File: config.mk
export PLATFORM = sky130hd
export DESIGN_NAME = bcd_serial_subtractor
export DESIGN_NICKNAME = d
export VERILOG_FILES = /design/src/rtl/bcd_serial_subtractor_pkg.sv /design/src/rtl/bcd_digit_sub.sv /design/src/rtl/bcd_serial_subtractor.sv
export SDC_FILE = /design/constraint.sdc
export NUM_CORES = 1
export LEC_CHECK = 0
export ABC_CLOCK_PERIOD_IN_PS = 6100
export CAP_MARGIN = 10
export CORE_MARGIN = 8
export CORE_UTILIZATION = 37
export CTS_BUF_LIST = sky130_fd_sc_hd__clkbuf_16
export DETAILED_ROUTE_END_ITERATION = 6
export PLACE_DENSITY = 0.56
export SYNTH_ARGS = -nofsm -noshare
export SYNTH_HDL_FRONTEND = slang
export SYNTH_SLANG_ARGS = --single-unit
File: constraint.sdc
create_clock -name clk -period 6.1 [get_ports clk]
set_input_delay 1.22 -clock clk [delete_from_list [all_inputs] [get_ports clk]]
set_output_delay 1.22 -clock clk [all_outputs]
set_load 0.01 [all_outputs]
File: src/rtl/bcd_serial_subtractor_pkg.sv
// Shared definitions for the digit-serial BCD subtractor: FSM states,
// BCD digit limits and the index-counter width helper.
package bcd_serial_subtractor_pkg;

  typedef enum logic [1:0] {
    S_IDLE = 2'd0,
    S_RUN  = 2'd1,
    S_DONE = 2'd2
  } state_t;

  localparam logic [3:0] BCD_MAX   = 4'd9;
  localparam int         BCD_RADIX = 10;

  // Digit index width: clog2(digits), never narrower than one bit.
  function automatic int idx_width(input int digits);
    return (digits > 1) ? $clog2(digits) : 1;
  endfunction

endpackage

File: src/rtl/bcd_digit_sub.sv
// Combinational single-digit BCD subtract with borrow-in/out and an
// invalid-digit flag for operands above 9.
module bcd_digit_sub
  import bcd_serial_subtractor_pkg::*;
(
  input  logic [3:0] a_d,
  input  logic [3:0] b_d,
  input  logic       bi,
  output logic [3:0] d,
  output logic       bo,
  output logic       inv
);

  // t spans [-16, 15], so 6-bit two's complement holds it without overflow.
  logic [5:0] t;

  // Raw difference, borrow detection and radix-10 correction of the digit.
  always_comb begin
    t   = {2'b00, a_d} - {2'b00, b_d} - {5'b00000, bi};
    bo  = ($signed(t) < 6'sd0);
    d   = bo ? (t[3:0] + 4'(BCD_RADIX)) : t[3:0];
    inv = (a_d > BCD_MAX) || (b_d > BCD_MAX);
  end

endmodule

File: src/rtl/bcd_serial_subtractor.sv
// Digit-serial BCD subtractor, least significant digit first, one digit per
// clock: diff = a - b - bin, with start/busy/done handshake.
module bcd_serial_subtractor
  import bcd_serial_subtractor_pkg::*;
#(
  parameter int DIGITS = 4
) (
  input  logic                clk,
  input  logic                rst,
  input  logic                start,
  input  logic [4*DIGITS-1:0] a,
  input  logic [4*DIGITS-1:0] b,
  input  logic                bin,
  output logic                busy,
  output logic                done,
  output logic [4*DIGITS-1:0] diff,
  output logic                bout,
  output logic                err
);

  localparam int W  = 4 * DIGITS;
  localparam int IW = idx_width(DIGITS);

  state_t          state;
  logic [IW-1:0]   idx;
  logic [W-1:0]    a_sh;
  logic [W-1:0]    b_sh;
  logic            borrow;

  logic [3:0]      dig;
  logic            dig_bo;
  logic            dig_inv;

  // Operands are shifted right each digit so the current digit is always at [3:0].
  bcd_digit_sub u_digit (
    .a_d (a_sh[3:0]),
    .b_d (b_sh[3:0]),
    .bi  (borrow),
    .d   (dig),
    .bo  (dig_bo),
    .inv (dig_inv)
  );

  // Control FSM with operand shift registers, digit index and registered results.
  always_ff @(posedge clk or posedge rst) begin
    if (rst) begin
      state  <= S_IDLE;
      idx    <= '0;
      a_sh   <= '0;
      b_sh   <= '0;
      borrow <= 1'b0;
      busy   <= 1'b0;
      done   <= 1'b0;
      diff   <= '0;
      bout   <= 1'b0;
      err    <= 1'b0;
    end else begin
      case (state)
        S_IDLE: begin
          done <= 1'b0;
          if (start) begin
            a_sh   <= a;
            b_sh   <= b;
            borrow <= bin;
            idx    <= '0;
            diff   <= '0;
            bout   <= 1'b0;
            err    <= 1'b0;
            busy   <= 1'b1;
            state  <= S_RUN;
          end
        end
        S_RUN: begin
          diff[4*idx +: 4] <= dig;
          borrow           <= dig_bo;
          err              <= err | dig_inv;
          a_sh             <= a_sh >> 4;
          b_sh             <= b_sh >> 4;
          if (idx == IW'(DIGITS - 1)) begin
            bout  <= dig_bo;
            done  <= 1'b1;
            state <= S_DONE;
          end else begin
            idx <= idx + IW'(1);
          end
        end
        S_DONE: begin
          done  <= 1'b0;
          busy  <= 1'b0;
          state <= S_IDLE;
        end
        default: begin
          state <= S_IDLE;
          busy  <= 1'b0;
          done  <= 1'b0;
        end
      endcase
    end
  end

endmodule

Word-level counts from Yosys, hierarchy flattened:

Cells that the tools add are included.

* register bits: 57
* word-level logic and storage cells: 59
* bits of input ports: 36
* output and inout port bits: 20

* shifts and indexed selects: 2
* equality and inequality tests: 5
* order comparisons: 3
* $add $sub $neg: 5
* muxes and demuxes: 24
* reduce and logical (&&, ||, !) cells: 8
* bitwise logic cells: 2

Operators with widths (number)
* 16-bit case mux with 2 select lines: 3
* 16-bit two-way mux: 3
* 4-bit negation with 34-bit output: 1
* 4-bit by 34-bit variable shift with 16-bit output (first input constant): 1
* 4-bit by 34-bit indexed part select with 16-bit output: 1
* 16-bit bitwise mux: 1
* 4-bit > comparator (second input constant): 2
* 2-bit two-way mux: 4
* 1-bit case mux with 2 select lines: 4
* 2-bit case mux with 2 select lines: 2
* 6-bit by 1-bit less-than comparator with 1-bit output (second input constant): 1
* 1-bit two-way mux: 6
* 2-bit != test (second input constant): 3
* 2-bit AND reduction: 3
* 3-bit AND reduction: 2
* 6-bit by 1-bit subtractor with 6-bit output: 1
* 4-bit by 4-bit subtractor with 5-bit output: 1
* 4-bit adder (second input constant): 1
* 4-bit two-way mux: 1
* 2-bit by 1-bit adder with 2-bit output (second input constant): 1
* 2-bit by 1-bit equality test with 1-bit output (second input constant): 1
* 2-bit equality test (second input constant): 1
* 2-bit logical NOT: 1
* 2-bit nonzero test: 1
* other kinds (3): 3

Logic depth before layout (Yosys ltp):

* word-level depth: 7
* depth in mapped cells: 13
* mapped depth without buffers: 12

Cells and area by module:

A second synthesis with hierarchy kept.

* cells, all modules: 252
* area, all modules: 2881.5 um^2

Modules (own cells, without submodules)
* bcd_serial_subtractor: cells each 212, instances 1, area each 2557.5 um^2, seq. area each 1426.4 um^2
* bcd_digit_sub: cells each 40, instances 1, area each 324.1 um^2, seq. area each 0.0 um^2

Worst setup path before layout:

Ideal clock, no wire load.

* kind: reg-to-reg
* from: reg a_sh[0]
* to: reg diff[11]
* period minus slack after synthesis: 2.734 ns
* cell stages (with the launch flop): 13
* path buffers: 1
* setup slack: 3.366 ns
* library setup time: 0.136 ns
* data required time: 5.964 ns
* data arrival time: 2.598 ns
* path through: dfrtp_1 -> inv_1 -> ha_1 -> inv_1 -> fa_1 -> xnor2_1 -> xnor2_1 -> ha_1 -> clkbuf_1 -> nor3_1 -> nor4b_1 -> a2111oi_0 -> nand2_1

* word-level cells in the longest chain between the ends: 7
* elaborated cells between the ends (all ways): 8
* classes of those cells: add/sub (3); order compare (1); shift (1); mux (3)

RTL lines
* from (decl): line bcd_serial_subtractor.sv:26 `logic [W-1:0] a_sh;`
* from (signal assigned): line bcd_serial_subtractor.sv:77 `a_sh <= a_sh >> 4;`
* 4-bit by 4-bit subtractor with 5-bit output (*): line bcd_digit_sub.sv:19 `t = {2'b00, a_d} - {2'b00, b_d} - {5'b00000, bi};`
* 6-bit by 1-bit subtractor with 6-bit output (*): line bcd_digit_sub.sv:19
* 6-bit by 1-bit less-than comparator with 1-bit output or 4-bit adder (tied branches): line bcd_digit_sub.sv:20, bcd_digit_sub.sv:21
* 4-bit two-way mux (*): line bcd_digit_sub.sv:21 `d = bo ? (t[3:0] + 4'(BCD_RADIX)) : t[3:0];`
* 4-bit by 34-bit indexed part select with 16-bit output (*): line bcd_serial_subtractor.sv:74 `diff[4*idx +: 4] <= dig;`
* 16-bit bitwise mux (*): line bcd_serial_subtractor.sv:74
* 16-bit case mux with 2 select lines (*): line bcd_serial_subtractor.sv:58 `case (state)`
* to (signal, indexed assignment): line bcd_serial_subtractor.sv:74
* to (decl): line bcd_serial_subtractor.sv:16 `output logic [4*DIGITS-1:0] diff,`

Mark *: on every way between the ends. The rest lies on a longest branch, timed or not.
A chain may end at the register's enable or synchronous reset.

Worst setup path after layout:

* from: reg a_sh[0]
* to: reg diff[15]

The elaborated chain is that of the path after synthesis.

==> key figures <==
Status
  – Outcome: completed

Drt
  – Total Routed Length: 7450 µm
  – DR WL/cell: 14.8 µm
  – Total vias in the final route: 2594
  – ANT nets after route: 0
  – Residual DRC count: 0
  – DR vias/cell: 5.16
  – Drt first-iter violations: 87
  – Drt pass-1 iters: 4

Global route
  – Routing usage on met3: 0.0420
  – First-pass GRT wire length: 12900 µm
  – Number of global-route vias before repair: 2712
  – Initial antenna violation count: 0
  – Global Route met1 Usage: 0.181
  – GRT Total Usage: 0.139
  – Grt peak-use layer: met2
  – Largest net degree at the start of global routing: 58
  – GR Overflow Total: 0
  – Met2 GRT Util: 0.213

CTS
  – Latest clock arrival within the worst-skew pair: 0.33 ns
  – Num CTS Buffers: 9
  – CTS Sinks: 57
  – CTS tree: done
  – Clk root buf: clkbuf_16
  – Htree depth: 3
  – Clock Path Buffers: 2
  – Cts hold-fix bufs: 0
  – Setup Fix Bufs, Post-CTS: 0
  – Reg clk slew, reported paths: 0.05 ns
  – Post-CTS sizing: 0

Power and ir drop
  – Clock share of power: 0.204
  – Flop pwr share: 0.251
  – Combinational fraction of design power: 0.546
  – Pleak: 1.74 nW
  – Worst vdd ir: 0.000309 V
  – Sw Ratio: 0.449
  – P_sw: 1.16 mW
  – Int Power: 1.43 mW
  – Power Dens Cells: 649 mW/mm²

STA
  – Skew final: 0.00609 ns
  – Final Max Slew Viols: 0
  – Max Fclk: 0.328 GHz
  – Period utilization: 0.500
  – Final hold slack: 0.477 ns
  – Final Setup Violations: 0
  – Unrepaired setup endpoints after global routing: false
  – Max transition margin: 0.336
  – Final min period: 3.05 ns
  – Least-Margin Pin Slew: 0.996 ns
  – Final hold vios: 0
  – Setup TNS Final: 0 ns

Floorplan
  – Initial Util: 0.376
  – I/O pin count: 56
  – Die footprint: 0.0114 mm²
  – Num rows: 33
  – Core Footprint: 0.00813 mm²
  – Die Wd: 107 µm
  – Die Height: 107 µm

Worst setup path
  – Sequence of cells on the critical path: inv_1 > ha_1 > inv_1 > fa_1 > xnor2_1 > xnor2_1 > ha_1 > inv_1 > a2111oi_0 > a2111oi_0 > nand2_1
  – Worst r2r src: a_sh[0]$_DFFE_PP0P_
  – Req. time, crit path: 6.29 ns
  – Worst path max stage delay: 0.51 ns
  – Critical path startpoint category: flip-flop
  – Kind of critical path: flip-flop to flip-flop
  – CP endpoint: diff[15]$_DFFE_PP0P_
  – Origin of the worst setup path: a_sh[0]$_DFFE_PP0P_
  – Number of cells on the critical path: 11
  – Critical path's top delay family: adder cells
  – Endpoint class of the critical path: flip-flop
  – Crit-path max FO: 11
  – Worst reg-to-reg setup slack: 3.05 ns
  – Bufs and invs on worst path: 3
  – R2r endpoint: diff[15]$_DFFE_PP0P_
  – Crit-path most repeated cell: inv_1
  – Slowest cell on the critical path: a2111oi_0
  – Worst Reg2Reg Path Length in Cells: 11
  – Worst EP arrival: 3.25 ns

Layout
  – Util after Layout: 0.490
  – Antenna Diode Count: 0
  – Layout cells sized above 1: 0.0729
  – P&R area growth vs syn: 30.3%
  – Nets: 441
  – Multi-input gate area in the final layout: 0.00148 mm²
  – Register area: 0.00143 mm²
  – Layout filler cell count: 816

Synthesis
  – Post-Syn Area per Cell: 8.87 µm²
  – Ys flop type: dfrtp_1
  – Netlist cell types: 52
  – Cell with the most instances after synthesis: nand2_1
  – Synth top area share: 0.466
  – Synthesized area: 0.00306 mm²
  – Ranking of synthesized cells by area: dfrtp_1 (47%), nand2_1 (8.7%), ha_1 (4.5%)
  – Synthesis warning total: 0
  – Post-synth top cells: nand2_1 (71), dfrtp_1 (57), nor2_1 (33)
  – Post-synth EDFFs: 0
  – Post-synthesis cell count: 345
  – Synth area leader: dfrtp_1
  – Syn nets: 393
  – Seq cells post-synth: 57
  – Seq/Total Area, Yosys: 0.466
  – Ys async rst share: 1.00

Hold path
  – HP Class: flip-flop to flip-flop

Job
  – Max cap viols: 0

Placement
  – Hpwl dp: 5170 µm
  – GPL Wtd Cong: 0.815
  – I/O Buffers: 55
-- sequential cells by signal, indices dropped and copies added, names as in the netlist --
name / flops
a_sh: 16
b_sh: 16
borrow: 1
bout: 1
busy: 1
diff: 16
done: 1
err: 1
idx: 2
state: 2
-- through the flow --
step / std cells / area [µm²] / setup WS [ns] / total power [mW]
floorplan: 345 / 3060 / 3.37 / 1.70
global placement: 487 / 3680 / 2.86 / 2.05
detailed placement: 487 / 3680 / 2.81 / 2.08
CTS: 503 / 3990 / 3.11 / 2.61
global route: 503 / 3990 / 2.79 / 2.83
finish: 503 / 3990 / 3.05 / 2.59
-- per-layer routing --
layer	vias to the layer above	share of wire
met3	10	0.051
met5	-	0
met4	0	0.015
met1	1221	0.49
li1	1304	-
met2	59	0.45
-- worst min-delay path: stages (launching register included) --
cell and delay (ns):
dfrtp_1 0.34, nand2_1 0.05, o21ai_0 0.06
-- cell families after synthesis --
logic type,count (synthesis),synth area share
AO/OA/AOI/OAI,80,0.185
XOR/XNOR,4,0.0114
adder cells (fa/ha/maj),12,0.0515
buffers and inverters,39,0.0531
flip-flops,57,0.466
multiplexers,2,0.00695
AND/OR/NAND/NOR,151,0.226
-- placed cells by master (no fill, tap or decap), drive strengths merged, types with 6 or more instances in the layout --
cell	instances
clkbuf	9
inv	21
nand2	71
dfrtp	57
nor2	34
a2111oi	11
o21ai	13
a21oi	10
nand3	13
o22ai	8
clkdlybuf4s50	55
a31oi	20
ha	11
nor4	6
-- final cells by class --
type	instances	share of cell area
clock inverters	7	0.0220
well taps	105	0.0329
repair buffers	57	0.142
inverters	19	0.0179
clock buffers	9	0.0565
flip-flops and latches	57	0.358
multi-input cells	249	0.371
-- power groups by stage --
stage / Combinational [mW] / Clock, mW / Sequential (mW)
2_1_floorplan: 1.05 / 0 / 0.644
3_3_place_gp: 1.40 / 0 / 0.651
3_5_place_dp: 1.42 / 0 / 0.657
4_1_cts: 1.43 / 0.537 / 0.651
5_1_grt: 1.60 / 0.558 / 0.673
6_report: 1.41 / 0.527 / 0.649
-- worst min path at each step --
stage | end | cells past startpoint | slack, ns | startpoint
CTS | b_sh[1]$_DFFE_PP0P_ | 2 | 0.48 | b_sh[5]$_DFFE_PP0P_
floorplan | a_sh[0]$_DFFE_PP0P_ | 2 | 0.45 | a_sh[4]$_DFFE_PP0P_
finish | b_sh[1]$_DFFE_PP0P_ | 2 | 0.48 | b_sh[5]$_DFFE_PP0P_
global placement | b_sh[1]$_DFFE_PP0P_ | 2 | 0.46 | b_sh[5]$_DFFE_PP0P_
global route | err$_DFFE_PP0P_ | 1 | 0.51 | err$_DFFE_PP0P_
detailed placement | b_sh[1]$_DFFE_PP0P_ | 2 | 0.47 | b_sh[5]$_DFFE_PP0P_
(Power assumes the default switching activity.)
